File: src/rtl/proc_run_ctrl_pkg.sv
// Shared encodings for the processor run-control unit: FSM states, halt causes
// and the RUN-cycle halt priority resolver.
package proc_run_ctrl_pkg;

  localparam int STATE_W = 3;
  localparam int CAUSE_W = 3;

  typedef enum logic [STATE_W-1:0] {
    ST_RESET_HOLD = 3'd0,
    ST_IDLE       = 3'd1,
    ST_RUN        = 3'd2,
    ST_STEP       = 3'd3,
    ST_HALTED     = 3'd4
  } state_t;

  typedef enum logic [CAUSE_W-1:0] {
    CAUSE_NONE  = 3'd0,
    CAUSE_HOST  = 3'd1,
    CAUSE_BREAK = 3'd2,
    CAUSE_LIMIT = 3'd3,
    CAUSE_STEP  = 3'd4
  } cause_t;

  // Host halt beats a breakpoint, which beats the cycle budget.
  function automatic cause_t run_halt_cause(input logic halt, input logic hit, input logic limit);
    cause_t c;
    if (halt) begin
      c = CAUSE_HOST;
    end else if (hit) begin
      c = CAUSE_BREAK;
    end else if (limit) begin
      c = CAUSE_LIMIT;
    end else begin
      c = CAUSE_NONE;
    end
    return c;
  endfunction

endpackage

File: src/rtl/proc_run_ctrl_if.sv
// Host-side bundle of the run-control unit: requests, breakpoint/budget
// configuration, processor PC in, and the control/status outputs.
interface proc_run_ctrl_if
  import proc_run_ctrl_pkg::*;
#(
  parameter int ADDR_W = 32,
  parameter int CNT_W  = 32,
  parameter int NUM_BP = 2
);

  logic                     run_req;
  logic                     step_req;
  logic                     halt_req;
  logic                     restart_req;
  logic [ADDR_W-1:0]        pc_in;
  logic [NUM_BP*ADDR_W-1:0] bp_addr;
  logic [NUM_BP-1:0]        bp_en;
  logic [CNT_W-1:0]         max_cycles;

  logic                     proc_rst;
  logic                     proc_en;
  logic [STATE_W-1:0]       state;
  logic                     halted;
  logic [CAUSE_W-1:0]       halt_cause;
  logic                     step_done;
  logic [CNT_W-1:0]         cycle_cnt;

  modport master (
    output run_req, step_req, halt_req, restart_req,
    output pc_in, bp_addr, bp_en, max_cycles,
    input  proc_rst, proc_en, state, halted, halt_cause, step_done, cycle_cnt
  );

  modport slave (
    input  run_req, step_req, halt_req, restart_req,
    input  pc_in, bp_addr, bp_en, max_cycles,
    output proc_rst, proc_en, state, halted, halt_cause, step_done, cycle_cnt
  );

endinterface

File: src/rtl/proc_run_ctrl_bp_match.sv
// Combinational PC breakpoint comparator bank; a set mask suppresses every hit
// (used to step over the breakpoint the processor is resuming from).
module bp_match #(
  parameter int NUM_BP = 2,
  parameter int ADDR_W = 32
) (
  input  logic [ADDR_W-1:0]        pc_in,
  input  logic [NUM_BP*ADDR_W-1:0] bp_addr,
  input  logic [NUM_BP-1:0]        bp_en,
  input  logic                     mask,
  output logic                     hit
);

  logic hit_raw_s;

  // OR-reduce all enabled comparators, then apply the resume mask.
  always_comb begin
    hit_raw_s = 1'b0;
    for (int i = 0; i < NUM_BP; i++) begin
      hit_raw_s = hit_raw_s | (bp_en[i] & (pc_in == bp_addr[i*ADDR_W +: ADDR_W]));
    end
    hit = hit_raw_s & ~mask;
  end

endmodule

File: src/rtl/proc_run_ctrl.sv
// Run-control unit for the processor: reset stretching, clock-enable gating,
// run/halt/single-step/restart, PC breakpoints and a cycle budget.
module proc_run_ctrl
  import proc_run_ctrl_pkg::*;
#(
  parameter int RST_CYCLES = 4,
  parameter int ADDR_W     = 32,
  parameter int CNT_W      = 32,
  parameter int NUM_BP     = 2
) (
  input logic           clk,
  input logic           rst,
  proc_run_ctrl_if.slave bus
);

  localparam int                HOLD_W    = (RST_CYCLES > 1) ? $clog2(RST_CYCLES) : 1;
  localparam logic [HOLD_W-1:0] HOLD_LAST = HOLD_W'(RST_CYCLES - 1);
  localparam logic [CNT_W-1:0]  CNT_MAX   = {CNT_W{1'b1}};
  localparam logic [CNT_W-1:0]  CNT_ZERO  = {CNT_W{1'b0}};
  localparam logic [CNT_W-1:0]  CNT_ONE   = {{(CNT_W-1){1'b0}}, 1'b1};

  state_t            state_r;
  state_t            state_s;
  cause_t            cause_r;
  cause_t            cause_s;
  cause_t            run_cause_s;
  logic [HOLD_W-1:0] hold_cnt_r;
  logic [HOLD_W-1:0] hold_cnt_s;
  logic [CNT_W-1:0]  cycle_cnt_r;
  logic              bp_skip_r;
  logic              bp_skip_s;
  logic              proc_rst_r;
  logic              halted_r;
  logic              step_done_r;
  logic              step_done_s;
  logic              proc_en_s;
  logic              clr_cnt_s;
  logic              hit_s;
  logic              limit_s;

  bp_match #(
    .NUM_BP (NUM_BP),
    .ADDR_W (ADDR_W)
  ) u_bp_match (
    .pc_in   (bus.pc_in),
    .bp_addr (bus.bp_addr),
    .bp_en   (bus.bp_en),
    .mask    (bp_skip_r),
    .hit     (hit_s)
  );

  // Halt decision for a RUN cycle; only consumed while state_r is ST_RUN.
  always_comb begin
    limit_s     = (bus.max_cycles != CNT_ZERO) && (cycle_cnt_r >= bus.max_cycles);
    run_cause_s = run_halt_cause(bus.halt_req, hit_s, limit_s);
  end

  // Processor clock-enable: a halting RUN cycle is not executed; STEP always executes.
  always_comb begin
    proc_en_s = 1'b0;
    case (state_r)
      ST_RUN:  proc_en_s = (run_cause_s == CAUSE_NONE);
      ST_STEP: proc_en_s = 1'b1;
      default: proc_en_s = 1'b0;
    endcase
  end

  // Next-state logic: restart > halt > step > run.
  always_comb begin
    state_s     = state_r;
    cause_s     = cause_r;
    hold_cnt_s  = hold_cnt_r;
    bp_skip_s   = bp_skip_r;
    step_done_s = 1'b0;
    clr_cnt_s   = 1'b0;
    if (bus.restart_req) begin
      state_s    = ST_RESET_HOLD;
      cause_s    = CAUSE_NONE;
      hold_cnt_s = {HOLD_W{1'b0}};
      bp_skip_s  = 1'b0;
      clr_cnt_s  = 1'b1;
    end else begin
      case (state_r)
        ST_RESET_HOLD: begin
          if (hold_cnt_r == HOLD_LAST) begin
            state_s = ST_IDLE;
          end else begin
            hold_cnt_s = hold_cnt_r + {{(HOLD_W-1){1'b0}}, 1'b1};
          end
        end
        ST_IDLE, ST_HALTED: begin
          if (bus.halt_req) begin
            // A host halt while already halted keeps the original cause.
            if (state_r == ST_IDLE) begin
              state_s = ST_HALTED;
              cause_s = CAUSE_HOST;
            end else begin
              state_s = state_r;
            end
          end else if (bus.step_req || bus.run_req) begin
            state_s = bus.step_req ? ST_STEP : ST_RUN;
            // Resuming from a halt must execute the PC it stopped on once.
            if (state_r == ST_HALTED) begin
              cause_s   = CAUSE_NONE;
              bp_skip_s = 1'b1;
            end else begin
              bp_skip_s = bp_skip_r;
            end
          end else begin
            state_s = state_r;
          end
        end
        ST_RUN: begin
          bp_skip_s = 1'b0;
          if (run_cause_s != CAUSE_NONE) begin
            state_s = ST_HALTED;
            cause_s = run_cause_s;
          end else begin
            state_s = ST_RUN;
          end
        end
        ST_STEP: begin
          state_s     = ST_HALTED;
          cause_s     = CAUSE_STEP;
          step_done_s = 1'b1;
        end
        default: begin
          state_s    = ST_RESET_HOLD;
          cause_s    = CAUSE_NONE;
          hold_cnt_s = {HOLD_W{1'b0}};
          clr_cnt_s  = 1'b1;
        end
      endcase
    end
  end

  // FSM state and registered status outputs.
  always_ff @(posedge clk) begin
    if (rst) begin
      state_r     <= ST_RESET_HOLD;
      cause_r     <= CAUSE_NONE;
      hold_cnt_r  <= {HOLD_W{1'b0}};
      bp_skip_r   <= 1'b0;
      step_done_r <= 1'b0;
      proc_rst_r  <= 1'b1;
      halted_r    <= 1'b0;
    end else begin
      state_r     <= state_s;
      cause_r     <= cause_s;
      hold_cnt_r  <= hold_cnt_s;
      bp_skip_r   <= bp_skip_s;
      step_done_r <= step_done_s;
      proc_rst_r  <= (state_s == ST_RESET_HOLD);
      halted_r    <= (state_s == ST_HALTED);
    end
  end

  // Enabled-cycle counter, saturating at all-ones.
  always_ff @(posedge clk) begin
    if (rst) begin
      cycle_cnt_r <= CNT_ZERO;
    end else if (clr_cnt_s) begin
      cycle_cnt_r <= CNT_ZERO;
    end else if (proc_en_s && (cycle_cnt_r != CNT_MAX)) begin
      cycle_cnt_r <= cycle_cnt_r + CNT_ONE;
    end else begin
      cycle_cnt_r <= cycle_cnt_r;
    end
  end

  assign bus.proc_rst   = proc_rst_r;
  assign bus.proc_en    = proc_en_s;
  assign bus.state      = state_r;
  assign bus.halted     = halted_r;
  assign bus.halt_cause = cause_r;
  assign bus.step_done  = step_done_r;
  assign bus.cycle_cnt  = cycle_cnt_r;

endmodule
File: src/flat_wrapper.sv
// flat-port wrapper written by rule: the top's interface ports become plain ports
module proc_run_ctrl_flat import proc_run_ctrl_pkg::*;
#(
  parameter int RST_CYCLES = 4,
  parameter int ADDR_W     = 32,
  parameter int CNT_W      = 32,
  parameter int NUM_BP     = 2
)
  (clk, rst, bus_run_req, bus_step_req, bus_halt_req, bus_restart_req, bus_pc_in, bus_bp_addr, bus_bp_en, bus_max_cycles, bus_proc_rst, bus_proc_en, bus_state, bus_halted, bus_halt_cause, bus_step_done, bus_cycle_cnt);
  proc_run_ctrl_if #(.ADDR_W(ADDR_W), .CNT_W(CNT_W), .NUM_BP(NUM_BP)) bus_i ();
  input logic clk;
  input logic rst;
  input wire logic [$bits(bus_i.run_req)-1:0] bus_run_req;
  input wire logic [$bits(bus_i.step_req)-1:0] bus_step_req;
  input wire logic [$bits(bus_i.halt_req)-1:0] bus_halt_req;
  input wire logic [$bits(bus_i.restart_req)-1:0] bus_restart_req;
  input wire logic [$bits(bus_i.pc_in)-1:0] bus_pc_in;
  input wire logic [$bits(bus_i.bp_addr)-1:0] bus_bp_addr;
  input wire logic [$bits(bus_i.bp_en)-1:0] bus_bp_en;
  input wire logic [$bits(bus_i.max_cycles)-1:0] bus_max_cycles;
  output wire logic [$bits(bus_i.proc_rst)-1:0] bus_proc_rst;
  output wire logic [$bits(bus_i.proc_en)-1:0] bus_proc_en;
  output wire logic [$bits(bus_i.state)-1:0] bus_state;
  output wire logic [$bits(bus_i.halted)-1:0] bus_halted;
  output wire logic [$bits(bus_i.halt_cause)-1:0] bus_halt_cause;
  output wire logic [$bits(bus_i.step_done)-1:0] bus_step_done;
  output wire logic [$bits(bus_i.cycle_cnt)-1:0] bus_cycle_cnt;
  assign bus_i.run_req = bus_run_req;
  assign bus_i.step_req = bus_step_req;
  assign bus_i.halt_req = bus_halt_req;
  assign bus_i.restart_req = bus_restart_req;
  assign bus_i.pc_in = bus_pc_in;
  assign bus_i.bp_addr = bus_bp_addr;
  assign bus_i.bp_en = bus_bp_en;
  assign bus_i.max_cycles = bus_max_cycles;
  assign bus_proc_rst = bus_i.proc_rst;
  assign bus_proc_en = bus_i.proc_en;
  assign bus_state = bus_i.state;
  assign bus_halted = bus_i.halted;
  assign bus_halt_cause = bus_i.halt_cause;
  assign bus_step_done = bus_i.step_done;
  assign bus_cycle_cnt = bus_i.cycle_cnt;
  proc_run_ctrl #(.RST_CYCLES(RST_CYCLES), .ADDR_W(ADDR_W), .CNT_W(CNT_W), .NUM_BP(NUM_BP)) u_core (.clk(clk), .rst(rst), .bus(bus_i));
endmodule
File: config.mk
export PLATFORM = sky130hd
export DESIGN_NAME = proc_run_ctrl_flat
export DESIGN_NICKNAME = d
export VERILOG_FILES = /design/src/rtl/proc_run_ctrl_pkg.sv /design/src/rtl/proc_run_ctrl_if.sv /design/src/rtl/proc_run_ctrl_bp_match.sv /design/src/rtl/proc_run_ctrl.sv /design/src/flat_wrapper.sv
export SDC_FILE = /design/constraint.sdc
export NUM_CORES = 1
export LEC_CHECK = 0
export ABC_CLOCK_PERIOD_IN_PS = 4000
export CELL_PAD_IN_SITES_DETAIL_PLACEMENT = 0
export CELL_PAD_IN_SITES_GLOBAL_PLACEMENT = 2
export CORE_MARGIN = 2
export CORE_UTILIZATION = 23
export CTS_CLUSTER_SIZE = 40
export DETAILED_ROUTE_END_ITERATION = 10
export PLACE_DENSITY = 0.88
export SETUP_SLACK_MARGIN = 0.02
export SLEW_MARGIN = 40
export SYNTH_ARGS = -nofsm -noshare
export SYNTH_HDL_FRONTEND = slang
export SYNTH_SLANG_ARGS = --single-unit
File: constraint.sdc
create_clock -name clk -period 4 [get_ports clk]
set_clock_uncertainty 0.1 [all_clocks]
set_input_delay 0.4 -clock clk [delete_from_list [all_inputs] [get_ports clk]]
set_output_delay 0.4 -clock clk [all_outputs]
set_load 0.01 [all_outputs]
# == Word-level counts from Yosys, hierarchy flattened ==
# Cells that the tools add are included.
# Widths: inputs -> output; s select.
# word_totals
ff_bits,44
out_inout_bits,42
# classes
n_bitwise,7
addsub,2
n_reduce_logical,17
muxes,27
n_lt_le_gt_ge,1
eq_ne,17
# op_table
operator,n
$eq 32x32->1,2
$mux 3,13
$add 32x1->32 const B,1
$ge 32x32->1,1
$ne 32x32->1 const B,1
$reduce_bool 32->1,1
$pmux 3 s4,2
$logic_not 3->1,3
$ne 3x2->1 const B,3
$mux 1,7
$eq 3x2->1 const B,2
$eq 3x3->1 const B,2
$ne 2x1->1 const B,3
$reduce_or 2->1,3
$reduce_and 5->1,1
$reduce_or 5->1,1
$mux 2,2
$ne 2x2->1 const B,2
$pmux 1 s2,2
$pmux 2 s2,1
$reduce_and 4->1,1
$reduce_or 4->1,1
$and 1x1->1,3
$eq 3x1->1 const B,1
other kinds (9),12

# == Logic depth before layout (Yosys ltp) ==
# Gate-level depths: netlist of run 1.
# logic_depth
word_depth,11
ltp_mapped,11
mapped_depth_nobuf,11

# == Modules after synthesis ==
# From an unflattened synthesis of run 1, not the netlist that was laid out.
# unflattened
cells_unflattened,515
area_unflattened_um2,3975.1
# modules_own_cells
mod,seq_area_each_um2,cells_per_inst,instances,area_each_um2
proc_run_ctrl,880.8,426,1,3255.6
bp_match,0.0,89,1,719.4

# == Worst setup path after synthesis of run 1 ==
# OpenSTA, ideal clock, no wires.
# synth_path
kind,reg2reg
start,reg u_core.cycle_cnt_r[0] (netlist: u_core.bus.cycle_cnt[0])
end,reg u_core.cycle_cnt_r[29] (netlist: u_core.bus.cycle_cnt[29])
setup_ns,0.116
t_required_ns,3.784
arrival_time_ns,2.806
path_slack_ns,0.979
stages_incl_launch_ff,11
path_cell_list,dfxtp_1 -> inv_1 -> ha_1 -> nand2b_1 -> a2111o_1 -> a31oi_1 -> a311oi_1 -> o41a_4 -> nor4_4 -> a21oi_1 -> a31o_1
# synth_via
elab_chain_cells,8
# synth_lines
element,line_no,source
"start, declared",proc_run_ctrl.sv:29,logic [CNT_W-1:0] cycle_cnt_r;
"start signal, assigned",proc_run_ctrl.sv:165,cycle_cnt_r <= cycle_cnt_r + CNT_ONE;
"start signal, assigned",proc_run_ctrl.sv:167,cycle_cnt_r <= cycle_cnt_r;
$ge 32x32->1,proc_run_ctrl.sv:54,limit_s = (bus.max_cycles != CNT_ZERO) && (cycle_cnt_r >= bus.max_cycles);
$logic_and 1x1->1,proc_run_ctrl.sv:54,
$mux 2,proc_run_ctrl_pkg.sv:31,end else if (limit) begin
$mux 3,proc_run_ctrl_pkg.sv:29,end else if (hit) begin
$mux 3,proc_run_ctrl_pkg.sv:27,if (halt) begin
$logic_not 3->1,proc_run_ctrl.sv:62,ST_RUN: proc_en_s = (run_cause_s == CAUSE_NONE);
$pmux 1 s2,proc_run_ctrl.sv:61,case (state_r)
$logic_and 1x1->1,proc_run_ctrl.sv:164,end else if (proc_en_s && (cycle_cnt_r != CNT_MAX)) begin
# Several ways; a longest one is shown, not always the timed one.
# A chain may end at the register's enable or synchronous reset.

# == Final worst setup path of run 1 ==
# layout_path
start,in bus_max_cycles[25]
end,out bus_proc_en
# layout_via
elab_chain_cells,7
# layout_lines
element,line_no,source
"start, declared",flat_wrapper.sv:20,input wire logic [$bits(bus_i.max_cycles)-1:0] bus_max_cycles;
$ge 32x32->1 / $reduce_bool 32->1 (equally long branches),proc_run_ctrl.sv:54,
$logic_and 1x1->1 (*),proc_run_ctrl.sv:54,
$mux 2 (*),proc_run_ctrl_pkg.sv:31,
$mux 3 (*),proc_run_ctrl_pkg.sv:29,
$mux 3 (*),proc_run_ctrl_pkg.sv:27,
$logic_not 3->1 (*),proc_run_ctrl.sv:62,
$pmux 1 s2 (*),proc_run_ctrl.sv:61,
"end, declared",flat_wrapper.sv:22,output wire logic [$bits(bus_i.proc_en)-1:0] bus_proc_en;
# Every way passes the cells marked *; elsewhere a longest branch is shown, timed or not.

==> flow_summary_export.csv, run 1 <==
group,metric,value,unit
status,outcome,"finished, final reports clean",
yosys,syn_inst,500,
sta,worstMarginPinSlew,0.656,ns
worst_setup_path,critPathArrivalTime,3.32,ns
yosys,ys_ff_latch,44,
drt,drt.antenna.violating_nets,0,
placement,dp_hpwl,10900,um
power_and_ir_drop,p_switching,0.282,mW
placement,portBuffers,177,
yosys,synth_edf_count,0,
power_and_ir_drop,powerDensity,188,mW/mm2
power_and_ir_drop,power_frac_seq,0.385,
power_and_ir_drop,p_leak,2.34,nW
yosys,ys_warn_count,0,
cts,root_buffer,"clkbuf_16",
worst_setup_path,crit_type,"in -> out",
cts,insertion_delay,0.29,ns
sta,fmax,0.262,GHz
floorplanning,core,0.0166,mm2
sta,relSlewSlack,0.562,
placement,placed_area,0.00594,mm2
sta,hold_viol,0,
cts,htree_levels,2,
yosys,synth_cell_types,54,
sta,post-route-period-util,0.955,
yosys,synthTopCellsByArea,"dfxtp_1, xnor2_1, ha_1",
drt,drt_iter0_drc,204,
hold_path,hold_class,"reg -> reg",
power_and_ir_drop,peakVddDrop,0.137,mV
cts,hold_buffers,0,
grt,antenna_found_initial,0,
drt,via_count,4156,
cells_and_area,area_delta_synth_final,56.5,%
worst_setup_path,worstPathRequired,3.50,ns
floorplanning,floorplan.initialDensity,0.235,
grt,grt.total_usage,0.144,
cells_and_area,n_antenna_cell,0,
grt,grt_pass1_wl,20800,um
cells_and_area,fill_cells,1702,
drt,drt-total-wl,13100,um
cts,clk_pin_slew_worst_paths,0.06,ns
cells_and_area,postLayoutCellArea,0.00610,mm2
yosys,synth_top_cell_by_area,"dfxtp_1",
yosys,synth.cell_area,0.00390,mm2
power_and_ir_drop,p_int,0.862,mW
sta,rsz0062_at_grt,"false",
sta,hold_ws,0.367,ns
grt,grt_pass1_vias,4119,
drt,viasPerCell,4.62,
cts,clockBufferDepth,2,
yosys,async_flop_share,0,
floorplanning,ioPinCount,178,
cells_and_area,layout-drive-gt1-share,0.0589,
cts,tritoncts,"built",
floorplanning,num_rows,47,
worst_setup_path,cp_max_fo,4,
yosys,postSynthAreaPerCell,7.80,um2
placement,gp_congestion,0.779,
sta,tns,0,ns
cts,cts_made_buffers,5,
sta,slew_violations,0,
yosys,synth-seq-area-share,0.226,
cells_and_area,finalNetCount,848,
sta,post-route-min-period,3.82,ns
drt,post_drt_wl_per_cell,14.5,um
yosys,synth_flop_cell,"dfxtp_1",
power_and_ir_drop,combinationalPowerShare,0.249,
cells_and_area,finish.utilization,0.368,
power_and_ir_drop,sw_frac_of_total,0.246,
drt,drc,0,
drt,drtPass1Iterations,4,
power_and_ir_drop,total_power,1.14,mW
power_and_ir_drop,pwr-share-clk,0.366,
floorplanning,die_area,0.0180,mm2
yosys,netlist.area_leader.share,0.226,
yosys,syn-num-nets,670,
cts,clock_sinks,44,
floorplanning,chipHeight,134,um
job,maxCapViolations,0,
floorplanning,die_width,134,um
sta,setup_viol,0,
grt,grt-ovfl-total,0,
worst_setup_path,startpoint_type,"input pin",
grt,grt_start_max_net_pins,28,
worst_setup_path,cp-end-kind,"output pin",
cell usage after synthesis, types with 4 or more instances:
library cell	count
o21ai_0	9
nor2_1	55
nand3_1	21
xnor2_1	50
mux2i_1	7
nor3_1	12
dfxtp_1	44
nand2_1	43
a31o_2	5
and4_1	4
nand2b_1	10
a21oi_1	30
a21o_1	6
xor2_1	28
nor4_1	20
nor2b_1	4
ha_1	34
inv_1	38
nand4_1	16
clkbuf_1	10
and3_1	6
nor4_2	4
registers in the layout, summed over array words and instances, names as in the netlist:
name                   cells
u_core.bp_skip_r           1
u_core.hold_cnt_r          2
u_core.bus.proc_rst        1
u_core.bus.step_done       1
u_core.bus.state           3
u_core.bus.halt_cause      3
u_core.bus.halted          1
u_core.bus.cycle_cnt      32
path summary, 6_finish.rpt:
| check | cells after the start | end | slack [ns] | startpoint |
|---|---|---|---|---|
| min | 2 | u_core.bus.halt_cause[2] | 0.37 | u_core.bus.halt_cause[2] |
| max reg2reg | 10 | u_core.bus.cycle_cnt[29] | 0.59 | u_core.bus.cycle_cnt[25] |
| max | 10 | bus_proc_en | 0.18 | bus_max_cycles[25] |
| min reg2reg | 2 | u_core.bus.halt_cause[2] | 0.37 | u_core.bus.halt_cause[2] |
kinds of logic (layout without fill, tap and decap cells):
logic type,Yosys count,after routing,share of synthesized area
buf+inv,53,232,0.0549
xor+xnor,78,78,0.175
mux,7,7,0.0180
fa+ha+maj,34,34,0.109
flops,44,44,0.226
compound gates,70,70,0.119
simple gates,214,214,0.298
layout by cell type, fill, tap and decap left out, types with 4 or more instances in the layout:
| cell | count |
|---|---|
| nand2_1 | 42 |
| mux2i_1 | 7 |
| ha_1 | 34 |
| and4_1 | 4 |
| and3_1 | 6 |
| a31o_2 | 5 |
| inv_1 | 38 |
| xor2_1 | 28 |
| xnor2_1 | 50 |
| clkdlybuf4s50_1 | 177 |
| nor3_1 | 12 |
| o21ai_0 | 9 |
| nor2b_1 | 4 |
| nand4_1 | 16 |
| nor4_1 | 20 |
| nor4_2 | 4 |
| dfxtp_1 | 44 |
| buf_4 | 9 |
| nand3_1 | 21 |
| nor2_1 | 55 |
| clkbuf_16 | 5 |
| a21o_1 | 6 |
| a21oi_1 | 30 |
| nand2b_1 | 10 |
through the flow:
stage          setup WS [ns]  std cells
3_3_place_gp           0.101        891
5_1_grt               0.0259        899
4_1_cts               0.0955        899
3_5_place_dp          0.0193        891
2_1_floorplan          0.979        500
6_report               0.178        899
critical path, stage by stage:
cell and delay (ns):
clkdlybuf4s50_1 0.48, inv_1 0.05, ha_1 0.28, a21oi_1 0.15, o21ai_0 0.12, a221oi_1 0.44, o22ai_2 0.21, o41a_4 0.50
nor2_1 0.11, clkdlybuf4s50_1 0.58
power by group through the flow:
stage	Combinational [mW]	Sequential, mW	Clock (mW)
2_1_floorplan	0.104	0.450	0
3_3_place_gp	0.282	0.450	0
3_5_place_dp	0.287	0.451	0
4_1_cts	0.289	0.440	0.431
5_1_grt	0.312	0.441	0.448
6_report	0.285	0.441	0.419
layout make-up:
cell class	count	area [um2]	share of cell area
Multi-Input combinational cell	403	2810	0.461
Timing Repair Buffer	186	1840	0.302
Sequential cell	44	881	0.144
Tap cell	220	275	0.0451
Inverter	38	143	0.0234
Clock buffer	6	139	0.0228
Clock inverter	2	10.0	0.00164
routing by layer:
layer  vias to the layer above  routed length, um  track usage
met1                      1903               5520        0.175
li1                       2114                  -            -
met2                       132               6610        0.266
met3                         7                826       0.0272
met5                         -                  0            0
met4                         0                105       0.0246
timing repair:
action	in CTS	in global routing
buffers inserted	0	0
endpoints found under the setup margin	0	1
hold endpoints to repair	0	0
gates resized for setup	0	1
(Power assumes the default switching activity.)
==> inputs of run 2 (changes only) <==
--- a/config.mk
+++ b/config.mk
@@ -12,6 +12,7 @@
 export CORE_UTILIZATION = 23
 export CTS_CLUSTER_SIZE = 40
 export DETAILED_ROUTE_END_ITERATION = 10
+export MAX_ROUTING_LAYER = met4
 export PLACE_DENSITY = 0.88
 export SETUP_SLACK_MARGIN = 0.02
 export SLEW_MARGIN = 40
==> flow_summary_export.csv, run 2 (same netlist as run 1, synthesis figures left out) <==
group,metric,value,unit
worst_setup_path,crit_family,"compound AO/OA/AOI/OAI gates",
status,outcome,"finished, final reports clean",
placement,placed_area,0.00594,mm2
grt,grt_util_met3,0.0249,
cts,hold_buffers,0,
placement,dp_hpwl,10900,um
worst_setup_path,regToRegStartpoint,"u_core.bus.cycle_cnt[25]",
cts,post_cts_buffers,0,
cells_and_area,final_cell_mix,"clkdlybuf4s50_1, nor2_1, xnor2_1, dfxtp_1, nand2_1",
floorplanning,floorplan.initialDensity,0.235,
grt,grt-ovfl-total,0,
cells_and_area,fill_cells,1702,
worst_setup_path,crit_chain,"clkdlybuf4s50_1, inv_1, ha_1, a21oi_1, o21ai_0, a221oi_1, o22ai_2, o41a_4, nor2_1, clkdlybuf4s50_1",
worst_setup_path,r2r_slack,0.60,ns
drt,drt-total-wl,13000,um
power_and_ir_drop,p_leak,2.34,nW
cts,clock_sinks,44,
cells_and_area,n_antenna_cell,0,
cells_and_area,layout-drive-gt1-share,0.0589,
sta,relSlewSlack,0.562,
drt,drt.antenna.violating_nets,0,
power_and_ir_drop,combinationalPowerShare,0.249,
cts,cts_made_buffers,5,
drt,drtPass1Iterations,4,
grt,grt_start_max_net_pins,28,
cts,clockBufferDepth,2,
sta,rsz0062_at_grt,"false",
power_and_ir_drop,p_switching,0.281,mW
worst_setup_path,cp-end-kind,"output pin",
cts,insertion_delay,0.29,ns
cells_and_area,finalNetCount,848,
sta,worstMarginPinSlew,0.656,ns
hold_path,worstHoldStart,"u_core.bus.halt_cause[2]",
worst_setup_path,startpoint,"bus_max_cycles[25]",
power_and_ir_drop,sw_frac_of_total,0.246,
sta,fmax,0.262,GHz
floorplanning,die_width,134,um
grt,grt.total_usage,0.148,
cts,cts_resized,0,
placement,gp_congestion,0.789,
worst_setup_path,cp_slowest_cell,"clkdlybuf4s50_1",
floorplanning,ioPinCount,178,
hold_path,hold_class,"reg -> reg",
sta,slew_violations,0,
power_and_ir_drop,powerDensity,187,mW/mm2
worst_setup_path,slowest_delay,0.58,ns
cts,root_buffer,"clkbuf_16",
grt,antenna_found_initial,0,
placement,portBuffers,177,
worst_setup_path,worstPathRequired,3.50,ns
power_and_ir_drop,peakVddDrop,0.137,mV
job,maxCapViolations,0,
worst_setup_path,crit_type,"in -> out",
cells_and_area,largest_reg_flops,32,
drt,post_drt_wl_per_cell,14.5,um
hold_path,worstHoldPathCells,2,
worst_setup_path,path_buf_inv,3,
hold_path,min_to,"u_core.bus.halt_cause[2]",
floorplanning,num_rows,47,
worst_setup_path,r2r-end,"u_core.bus.cycle_cnt[29]",
floorplanning,die_area,0.0180,mm2
sta,post-route-min-period,3.82,ns
drt,drt_iter0_drc,198,
sta,hold_viol,0,
grt,top_usage_layer,"met2",
power_and_ir_drop,power_frac_seq,0.385,
drt,drc,0,
grt,grt_pass1_wl,20800,um
cells_and_area,area_delta_synth_final,56.5,%
worst_setup_path,path_common_cell,"clkdlybuf4s50_1",
floorplanning,chipHeight,134,um
power_and_ir_drop,pwr-share-clk,0.366,
cts,htree_levels,2,
worst_setup_path,critPathArrivalTime,3.32,ns
drt,viasPerCell,4.64,
worst_setup_path,rr_worst_depth,10,
sta,tns,0,ns
worst_setup_path,cp_max_fo,4,
power_and_ir_drop,p_int,0.862,mW
cells_and_area,final_common_cell,"clkdlybuf4s50_1",
sta,post-route-period-util,0.955,
worst_setup_path,cp_num_cells,10,
floorplanning,core,0.0166,mm2
grt,use_met1,0.175,
cells_and_area,postLayoutCellArea,0.00610,mm2
worst_setup_path,startpoint_type,"input pin",
cts,clk_pin_slew_worst_paths,0.06,ns
drt,via_count,4168,
grt,grt_pass1_vias,4120,
cts,tritoncts,"built",
cells_and_area,finish.utilization,0.368,
sta,setup_viol,0,
grt,grt.met2_usage,0.266,
-- run 2: worst max-delay path by stage --
| stage | to | slack, ns |
|---|---|---|
| after CTS | bus_proc_en | 0.1 |
| after global routing | bus_proc_en | 0.03 |
| final | bus_proc_en | 0.18 |
| after global placement | u_core.bus.cycle_cnt[29] | 0.10 |
| after floorplan | u_core.bus.cycle_cnt[29] | 0.98 |
| after detailed placement | u_core.bus.cycle_cnt[29] | 0.02 |
-- run 2: worst reg2reg max path, cell delays in order (launching register included) --
cell and delay (ns):
dfxtp_1 0.43, ha_1 0.28, a21oi_1 0.16, o21ai_0 0.12, a221oi_1 0.44, o22ai_2 0.20
o41a_4 0.50, buf_4 0.22, nor4_4 0.51, a21oi_1 0.14, a31o_1 0.19
-- run 2: power by group through the flow --
stage                     sequential (mW)  clock, mW  combinational (mW)
after floorplan                     0.450          0               0.104
after global placement              0.450          0               0.282
after detailed placement            0.451          0               0.287
after CTS                           0.440      0.431               0.289
after global routing                0.441      0.448               0.312
final                               0.441      0.418               0.285
-- run 2: routing by layer --
metal	part of all wire	wire [um]
met5	0	0
met4	0.0077	101
met1	0.42	5520
met3	0.062	807
met2	0.51	6620
-- run 2: cell type report --
type / count / area [um2] / area share
Multi-Input combinational cell: 403 / 2810 / 0.461
Clock inverter: 2 / 10.0 / 0.00164
Timing Repair Buffer: 186 / 1840 / 0.302
Clock buffer: 6 / 139 / 0.0228
Inverter: 38 / 143 / 0.0234
Sequential cell: 44 / 881 / 0.144
Tap cell: 220 / 275 / 0.0451
-- run 2: per-stage QoR --
stage / hold slack [ns] / total power, mW / worst slack (ns) / std cells
detailed placement: 0.362 / 0.738 / 0.0193 / 891
floorplan: 0.381 / 0.555 / 0.979 / 500
global route: 0.408 / 1.20 / 0.0259 / 899
CTS: 0.375 / 1.16 / 0.0955 / 899
global placement: 0.354 / 0.733 / 0.101 / 891
finish: 0.367 / 1.14 / 0.181 / 899
==> inputs of run 3 (changes only) <==
--- a/config.mk
+++ b/config.mk
@@ -6,6 +6,7 @@
 export NUM_CORES = 1
 export LEC_CHECK = 0
 export ABC_CLOCK_PERIOD_IN_PS = 4000
+export CAP_MARGIN = 20
 export CELL_PAD_IN_SITES_DETAIL_PLACEMENT = 0
 export CELL_PAD_IN_SITES_GLOBAL_PLACEMENT = 2
 export CORE_MARGIN = 2
==> results of run 3 <==
Same layout as run 2: the final DEF is identical, and so are final timing and power.
